**src/rtl/pipe_ctrl_pkg.sv**
```systemverilog
// rtl/pipe_ctrl_pkg.sv - shared constants and types for the pipeline sequencer
// Stage indices, flush patterns, redirect kinds and FSM state encodings.
package pipe_ctrl_pkg;

  localparam int STG_IF  = 0;
  localparam int STG_ID  = 1;
  localparam int STG_EX  = 2;
  localparam int STG_MEM = 3;
  localparam int STG_WB  = 4;

  localparam logic [4:0] FLUSH_BR  = 5'b00110;
  localparam logic [4:0] FLUSH_EXC = 5'b11110;

  typedef enum logic {
    KIND_BR  = 1'b0,
    KIND_EXC = 1'b1
  } kind_e;

  localparam logic [0:0] ST_RUN   = 1'b0;
  localparam logic [0:0] ST_DRAIN = 1'b1;

endpackage

```
**src/rtl/pipe_stall_enc.sv**
```systemverilog
// rtl/pipe_stall_enc.sv - priority encoder from stage stall requests to stall mask
// The highest requesting stage stalls itself and every younger stage; WB never stalls.
module pipe_stall_enc
  import pipe_ctrl_pkg::*;
(
  input  logic [3:0] req_i,
  output logic [4:0] mask_o
);

  always_comb begin
    mask_o = '0;
    for (int i = STG_IF; i <= STG_MEM; i++) begin
      mask_o[i] = |(req_i >> i);
    end
  end

endmodule

```
**src/rtl/pipe_ctrl.sv**
```systemverilog
// rtl/pipe_ctrl.sv - pipeline stall/flush sequencer with redirect drain FSM
// Redirects are deferred in DRAIN while an un-abortable bus transaction is outstanding.
module pipe_ctrl
  import pipe_ctrl_pkg::*;
#(
  parameter int ADDR_W = 32,
  parameter int CNT_W  = 32
) (
  input  logic              clk,
  input  logic              rst,
  input  logic              if_stall_req,
  input  logic              id_stall_req,
  input  logic              ex_stall_req,
  input  logic              mem_stall_req,
  input  logic              if_busy,
  input  logic              mem_busy,
  input  logic              br_redirect,
  input  logic [ADDR_W-1:0] br_target,
  input  logic              exc_redirect,
  input  logic [ADDR_W-1:0] exc_target,
  output logic [4:0]        stall_o,
  output logic [4:0]        flush_o,
  output logic              redirect_valid,
  output logic [ADDR_W-1:0] redirect_pc,
  output logic              draining,
  output logic [CNT_W-1:0]  stall_cnt,
  output logic [CNT_W-1:0]  flush_cnt
);

  logic [0:0]        state_q, state_d;
  kind_e             kind_q, kind_d;
  logic [ADDR_W-1:0] tgt_q, tgt_d;
  logic [CNT_W-1:0]  stall_cnt_q, flush_cnt_q;

  logic [4:0]        stall_mask;
  logic              br_eff;
  logic              exc_eff;
  kind_e             kind_c;
  logic [ADDR_W-1:0] tgt_c;
  logic              wait_busy;

  pipe_stall_enc u_stall_enc (
    .req_i  ({mem_stall_req, ex_stall_req, id_stall_req, if_stall_req}),
    .mask_o (stall_mask)
  );

  // An older MEM/EX stall holds the mispredicted branch in EX until it can move.
  assign br_eff  = br_redirect && !ex_stall_req && !mem_stall_req;
  assign exc_eff = exc_redirect;

  // An exception arriving during a branch drain is older, so it replaces the branch.
  always_comb begin
    kind_c = kind_q;
    tgt_c  = tgt_q;
    if (kind_q == KIND_BR && exc_redirect) begin
      kind_c = KIND_EXC;
      tgt_c  = exc_target;
    end
  end

  assign wait_busy = (kind_c == KIND_EXC) ? (if_busy || mem_busy) : if_busy;

  always_comb begin
    state_d        = state_q;
    kind_d         = kind_q;
    tgt_d          = tgt_q;
    stall_o        = stall_mask;
    flush_o        = '0;
    redirect_valid = 1'b0;
    redirect_pc    = '0;

    if (state_q == ST_RUN) begin
      if (exc_eff) begin
        if (!if_busy && !mem_busy) begin
          flush_o        = FLUSH_EXC;
          redirect_valid = 1'b1;
          redirect_pc    = exc_target;
          stall_o        = '0;
        end else begin
          kind_d  = KIND_EXC;
          tgt_d   = exc_target;
          state_d = ST_DRAIN;
        end
      end else if (br_eff) begin
        if (!if_busy) begin
          flush_o        = FLUSH_BR;
          redirect_valid = 1'b1;
          redirect_pc    = br_target;
          stall_o        = stall_mask & 5'b11100;
        end else begin
          kind_d  = KIND_BR;
          tgt_d   = br_target;
          state_d = ST_DRAIN;
        end
      end
    end else begin
      stall_o = 5'b11111;
      kind_d  = kind_c;
      tgt_d   = tgt_c;
      if (!wait_busy) begin
        // Release looks exactly like an immediate redirect of the latched kind.
        redirect_valid = 1'b1;
        redirect_pc    = tgt_c;
        state_d        = ST_RUN;
        if (kind_c == KIND_EXC) begin
          flush_o = FLUSH_EXC;
          stall_o = '0;
        end else begin
          flush_o = FLUSH_BR;
          stall_o = stall_mask & 5'b11100;
        end
      end
    end
  end

  always_ff @(posedge clk) begin
    if (rst) begin
      state_q     <= ST_RUN;
      kind_q      <= KIND_BR;
      tgt_q       <= '0;
      stall_cnt_q <= '0;
      flush_cnt_q <= '0;
    end else begin
      state_q <= state_d;
      kind_q  <= kind_d;
      tgt_q   <= tgt_d;
      if (|stall_o) begin
        stall_cnt_q <= stall_cnt_q + 1'b1;
      end
      if (redirect_valid) begin
        flush_cnt_q <= flush_cnt_q + 1'b1;
      end
    end
  end

  assign draining  = (state_q == ST_DRAIN);
  assign stall_cnt = stall_cnt_q;
  assign flush_cnt = flush_cnt_q;

endmodule

```
**config.mk**
```make
export PLATFORM = sky130hd
export DESIGN_NAME = pipe_ctrl
export DESIGN_NICKNAME = d
export VERILOG_FILES = /design/src/rtl/pipe_ctrl_pkg.sv /design/src/rtl/pipe_stall_enc.sv /design/src/rtl/pipe_ctrl.sv
export SDC_FILE = /design/constraint.sdc
export NUM_CORES = 1
export LEC_CHECK = 0
export CAP_MARGIN = 30
export CORE_MARGIN = 2
export CORE_UTILIZATION = 24
export CTS_CLUSTER_DIAMETER = 150
export CTS_CLUSTER_SIZE = 28
export DETAILED_ROUTE_END_ITERATION = 16
export PLACE_DENSITY = 0.45
export RECOVER_POWER = 50
export SYNTH_ARGS = -nofsm -noshare
export SYNTH_HDL_FRONTEND = slang
export SYNTH_SLANG_ARGS = --single-unit
```
**constraint.sdc**
```tcl
create_clock -name clk -period 6 [get_ports clk]
set_input_delay 1.5 -clock clk [delete_from_list [all_inputs] [get_ports clk]]
set_output_delay 1.5 -clock clk [all_outputs]
set_load 0.05 [all_outputs]
```
==> impl_metrics.toml, run 1 <==
[worst_setup_path]
critPathMaxStageDelay_ns = 0.74
end_kind = "output port"
crit_family = "simple AND/OR/NAND/NOR gates"
crit_chain = "clkdlybuf4s50_1 > nor3b_1 > nor2b_1 > a22oi_1 > o21ai_0 > buf_12"
critPathKind = "in -> out"
critPathArrivalTime_ns = 3.99
path_buf_inv = 2
cp_slowest_cell = "clkdlybuf4s50_1"
critPathLaunchType = "input port"
worst_ep_required_time_ns = 4.50
r2r_setup_slack_ns = 2.48
path_max_fanout = 11

[clock_network]
htreeDepth = 3
cts_buffer_depth = 2
post-cts-setup-buffer-count = 0
tritoncts = "yes"
clk_latency_ns = 0.35
hold_buffers = 0
numCtsBuffers = 9
cts_resized = 0
cts.sinks = 98
path_clk_slew_ns = 0.06
ctsRootBufferMaster = "clkbuf_16"

[synth]
synth.most_common_cell = "dfxtp_1"
yosysSeqAreaShare_pct = 36.5
syn_area_mm2 = 0.00538
synthesis.nets = 753
ys.flop_type = "dfxtp_1"
yosysTopAreaCell = "dfxtp_1"
synth.distinct_cells = 54
synth_area_per_cell_um2 = 7.94
synth_edf_count = 0
synthTopCellsByArea = "dfxtp_1, nor2_1, a222oi_1"
synthTopCellsByCount = "dfxtp_1, nor2_1, a21oi_1"
synth_top_area_share_pct = 36.5
synthesis.instances = 677
postSynth.asyncResetShare_pct = 0
yosys_warnings = 0
ys_ff_latch = 98

[routing]
wl_per_cell_um = 16.8
antenna_left = 0
first_iter_violations = 415
routed_wl_um = 18600
drt_pass1_iterations = 9
post-route-drc-count = 0
vias_per_cell = 5.23
dr_total_vias = 5800

[flow_run]
maxCapViolCount = 1

[final_layout]
area_growth_pct = 44.0
layout.nets = 902
seq_area_mm2 = 0.00196
multiInputGateArea_mm2 = 0.00302
drive_above_1_share_pct = 10.4
diodes = 0
fill_cells = 2270

[die]
coreArea_mm2 = 0.0219
die_w_um = 154
dieHeight_um = 154
initial_utilization_pct = 24.6
io_pins = 182
std_cell_rows = 54
die_area_mm2 = 0.0236

[sta]
worst_pin_slew_ns = 1.87
finClkSkew_ns = 0.00620
tns_ns = 0
clock.fmax_ghz = 0.182
finalHoldViolCount = 0
period_share_pct = 91.6
relSlewSlack_pct = -24.8
rsz0062_at_grt = "no"
min_period_ns = 5.49
drv_slew = 62
finalSetupViolCount = 0

[place]
dp_hpwl_um = 13300
port-buffer-count = 180
gp_congestion = 0.773

[outcome]
violations = "max-capacitance violations, max-slew violations"
outcome = "finished, violations left"

[grt]
grt-ovfl-total = 0
antenna_found_initial = 0
grt_pass1_vias = 5718
grt_max_degree = 66
grt_pass1_wl_um = 30200
grtUsageTotal_pct = 15.6

[power_and_ir_drop]
ir_worst_vdd_mv = 0.117
p_per_area_mw_per_mm2 = 215
leakagePower_nw = 2.97
p_total_mw = 1.66

[hold_path]
worstHoldPathType = "reg -> reg"
area by class of cell:
| type | instances | area share (%) |
|---|---|---|
| tap | 280 | 4.53 |
| inverter | 37 | 1.79 |
| sequential | 98 | 25.4 |
| multi-input combinational | 487 | 39.1 |
| clock buffer | 13 | 3.23 |
| timing repair buffer | 193 | 25.5 |
| clock inverter | 2 | 0.485 |
layout by cell type, fill, tap and decap left out, types with 29 or more instances in the layout:
cell type / instances
o22ai_1: 29
nand2_1: 41
nor2_1: 71
nor3_1: 35
dfxtp_1: 98
inv_1: 37
buf_4: 38
a21oi_1: 44
clkdlybuf4s50_1: 74
dlygate4sd3_1: 66
o21ai_0: 34
flip-flops by register name, summed over array words and instances, names as in the netlist:
register	flops
draining	1
flush_cnt	32
kind_q	1
stall_cnt	32
tgt_q	32
worst paths after layout:
check	cells after the start	endpoint	startpoint
worst min-delay path	2	flush_cnt[31]	flush_cnt[31]
worst min register to register	2	flush_cnt[31]	flush_cnt[31]
worst max register to register	6	stall_cnt[6]	draining
worst max-delay path	6	redirect_pc[26]	exc_redirect
per-stage QoR:
step | utilization [%] | hold slack (ns) | cell area (um2) | std cells | worst slack, ns
floorplan | - | 0.466 | 5380 | 677 | 0.866
global placement | 33.8 | 0.476 | 7390 | 1092 | 0.775
detailed placement | 34.1 | 0.482 | 7470 | 1095 | 0.689
CTS | 35.4 | 0.492 | 7760 | 1110 | 0.682
global route | 35.4 | 0.508 | 7740 | 1110 | 0.221
finish | 35.4 | 0.487 | 7740 | 1110 | 0.506
worst reg2reg max path: stages (launching register included):
cell and delay (ns):
dfxtp_1 0.31, buf_4 0.31, a311o_1 0.16, clkbuf_1 0.47, o221a_1 1.55, or3_1 0.27, mux2_2 0.33
cell families after synthesis:
logic type | synth area share, %
adders and majority gates | 0.465
xor gates and xnor gates | 2.12
buffers and inverters | 7.45
other | 0.0698
and+or+nand+nor | 27.3
AOI/OAI and AO/OA | 21.8
muxes | 4.26
DFF | 36.5
layer usage:
layer  global-route usage, %  share of wire, %  up-vias
met5                       0                 0        -
met1                    19.8                45     2780
met2                    25.6                47      152
met3                    3.30               4.9       25
li1                        -                 -     2843
met4                    6.47               2.6        0
report_power, final:
group	switching, mW	internal [mW]
clock	0.254	0.334
sequential	0.0242	0.679
combinational	0.222	0.148
No activity file was read; power rests on OpenSTA's default activity.
==> inputs of run 2 (changes only) <==
--- a/config.mk
+++ b/config.mk
@@ -5,14 +5,15 @@
 export SDC_FILE = /design/constraint.sdc
 export NUM_CORES = 1
 export LEC_CHECK = 0
-export CAP_MARGIN = 30
 export CORE_MARGIN = 2
 export CORE_UTILIZATION = 24
 export CTS_CLUSTER_DIAMETER = 150
 export CTS_CLUSTER_SIZE = 28
 export DETAILED_ROUTE_END_ITERATION = 16
+export MAX_ROUTING_LAYER = met4
 export PLACE_DENSITY = 0.45
 export RECOVER_POWER = 50
+export REMOVE_ABC_BUFFERS = 1
 export SYNTH_ARGS = -nofsm -noshare
 export SYNTH_HDL_FRONTEND = slang
 export SYNTH_SLANG_ARGS = --single-unit
==> run 2 against run 1 <==
Die area unchanged. Via count up 0.10%. Critical path type unchanged. Core utilization down 0.60 points. Register-to-register slack worse by 0.04 ns. Sequential power about the same. First-iteration DRC count up 5.3%. Routed wire length about the same. Largest cell class unchanged. Sequential share of layout area up 0.44 points. Clock skew up 0.0036 ns. The run still ends with max-capacitance violations, max-slew violations left. Fmax down 2.4%. Global-route usage up 0.076 points.
==> impl_metrics.toml, run 2 (same netlist as run 1, synthesis figures left out) <==
[clock_network]
clk_latency_ns = 0.35
hold_buffers = 0
cts.sinks = 98
path_clk_slew_ns = 0.08
htreeDepth = 3
numCtsBuffers = 9
cts_buffer_depth = 2
cts_resized = 0
post-cts-setup-buffer-count = 0
tritoncts = "yes"
ctsRootBufferMaster = "clkbuf_16"

[routing]
antenna_left = 0
post-route-drc-count = 0
vias_per_cell = 5.24
wl_per_cell_um = 16.8
dr_total_vias = 5806
drt_pass1_iterations = 6
routed_wl_um = 18600
first_iter_violations = 437

[power_and_ir_drop]
p_total_mw = 1.62
p_per_area_mw_per_mm2 = 213
ir_worst_vdd_mv = 0.115
leakagePower_nw = 2.90

[worst_setup_path]
critPathMaxStageDelay_ns = 0.73
reg2reg_from = "draining"
reg2regPathDepth = 6
path_max_fanout = 12
critPathArrivalTime_ns = 4.13
cp_slowest_cell = "dlygate4sd3_1"
r2r_setup_slack_ns = 2.44
end_kind = "output port"
r2r_end = "stall_cnt[6]"
crit_end = "redirect_pc[1]"
critPathLaunchType = "input port"
worst_ep_required_time_ns = 4.50
crit_chain = "dlygate4sd3_1 > nor3b_1 > nor2b_1 > a22oi_1 > o21ai_0 > buf_12"
cp-startpoint = "if_busy"
critPathKind = "in -> out"

[die]
die_area_mm2 = 0.0236
initial_utilization_pct = 24.6
coreArea_mm2 = 0.0219
die_w_um = 154
io_pins = 182
std_cell_rows = 54
dieHeight_um = 154

[final_layout]
diodes = 0
final_area_mm2 = 0.00761
layout.nets = 898
instances_no_fill = 1107
layout_common_cells = "dfxtp_1, clkdlybuf4s50_1, nor2_1"
drive_above_1_share_pct = 9.67
final_common_cell = "dfxtp_1"
area_growth_pct = 41.5

[sta]
worst_pin_slew_ns = 1.95
min_period_ns = 5.63
period_share_pct = 93.8
timing.hold.ws_ns = 0.489
drv_slew = 62
finClkSkew_ns = 0.00976
rsz0062_at_grt = "no"
clock.fmax_ghz = 0.178
finalHoldViolCount = 0
finalSetupViolCount = 0
relSlewSlack_pct = -30.0

[grt]
grtUsageTotal_pct = 15.6
grt-ovfl-total = 0
grt_pass1_vias = 5509
grt_pass1_wl_um = 29500
antenna_found_initial = 0
grt_max_degree = 62

[hold_path]
worstHoldPathType = "reg -> reg"

[place]
placed_area_mm2 = 0.00735
dp_hpwl_um = 12800
gp_congestion = 0.792
port-buffer-count = 180
dp.cells = 1091

[flow_run]
maxCapViolCount = 1

[outcome]
violations = "max-capacitance violations, max-slew violations"
outcome = "finished, violations left"
## run 2: metrics by stage
stage / worst slack [ns] / setup TNS, ns / util (%)
6_report: 0.370 / 0 / 34.8
5_1_grt: 0.208 / 0 / 34.8
3_3_place_gp: 0.624 / 0 / 33.6
3_5_place_dp: 0.579 / 0 / 33.6
4_1_cts: 0.562 / 0 / 34.8
2_1_floorplan: -0.165 / -5.08 / -
## run 2: worst max-delay path, delay by kind of cell
| kind | cells | cell delay, ns |
|---|---|---|
| AOI/OAI and AO/OA | 2 | 0.53 |
| buffers and inverters | 2 | 0.92 |
| and+or+nand+nor | 2 | 1.17 |
## run 2: per-layer routing
metal	part of all wire, %	global-route usage, %	vias up
li1	-	-	2829
met1	44	18.8	2775
met2	50	26.9	187
met3	5.5	3.33	15
met4	1.1	3.67	0
met5	0	-	-
## run 2: worst min path at each step
stage	cells after the start	end	start
after CTS	2	tgt_q[18]	tgt_q[18]
after global placement	2	stall_cnt[31]	stall_cnt[31]
after floorplan	2	tgt_q[11]	tgt_q[11]
after global routing	2	tgt_q[18]	tgt_q[18]
after detailed placement	2	tgt_q[18]	tgt_q[18]
final	2	stall_cnt[31]	stall_cnt[31]
## run 2: final cells by class
| class | count | area [um2] |
|---|---|---|
| well taps | 280 | 350 |
| clock buffers | 12 | 246 |
| inverters | 37 | 139 |
| repair buffers | 189 | 1860 |
| fillers | 2337 | 14300 |
| flip-flops and latches | 98 | 1960 |
| clock inverters | 4 | 27.5 |
| multi-input cells | 487 | 3020 |
## run 2: power by group
group	internal, mW	switching [mW]
registers	0.679	0.0247
clock network	0.293	0.268
logic	0.136	0.219
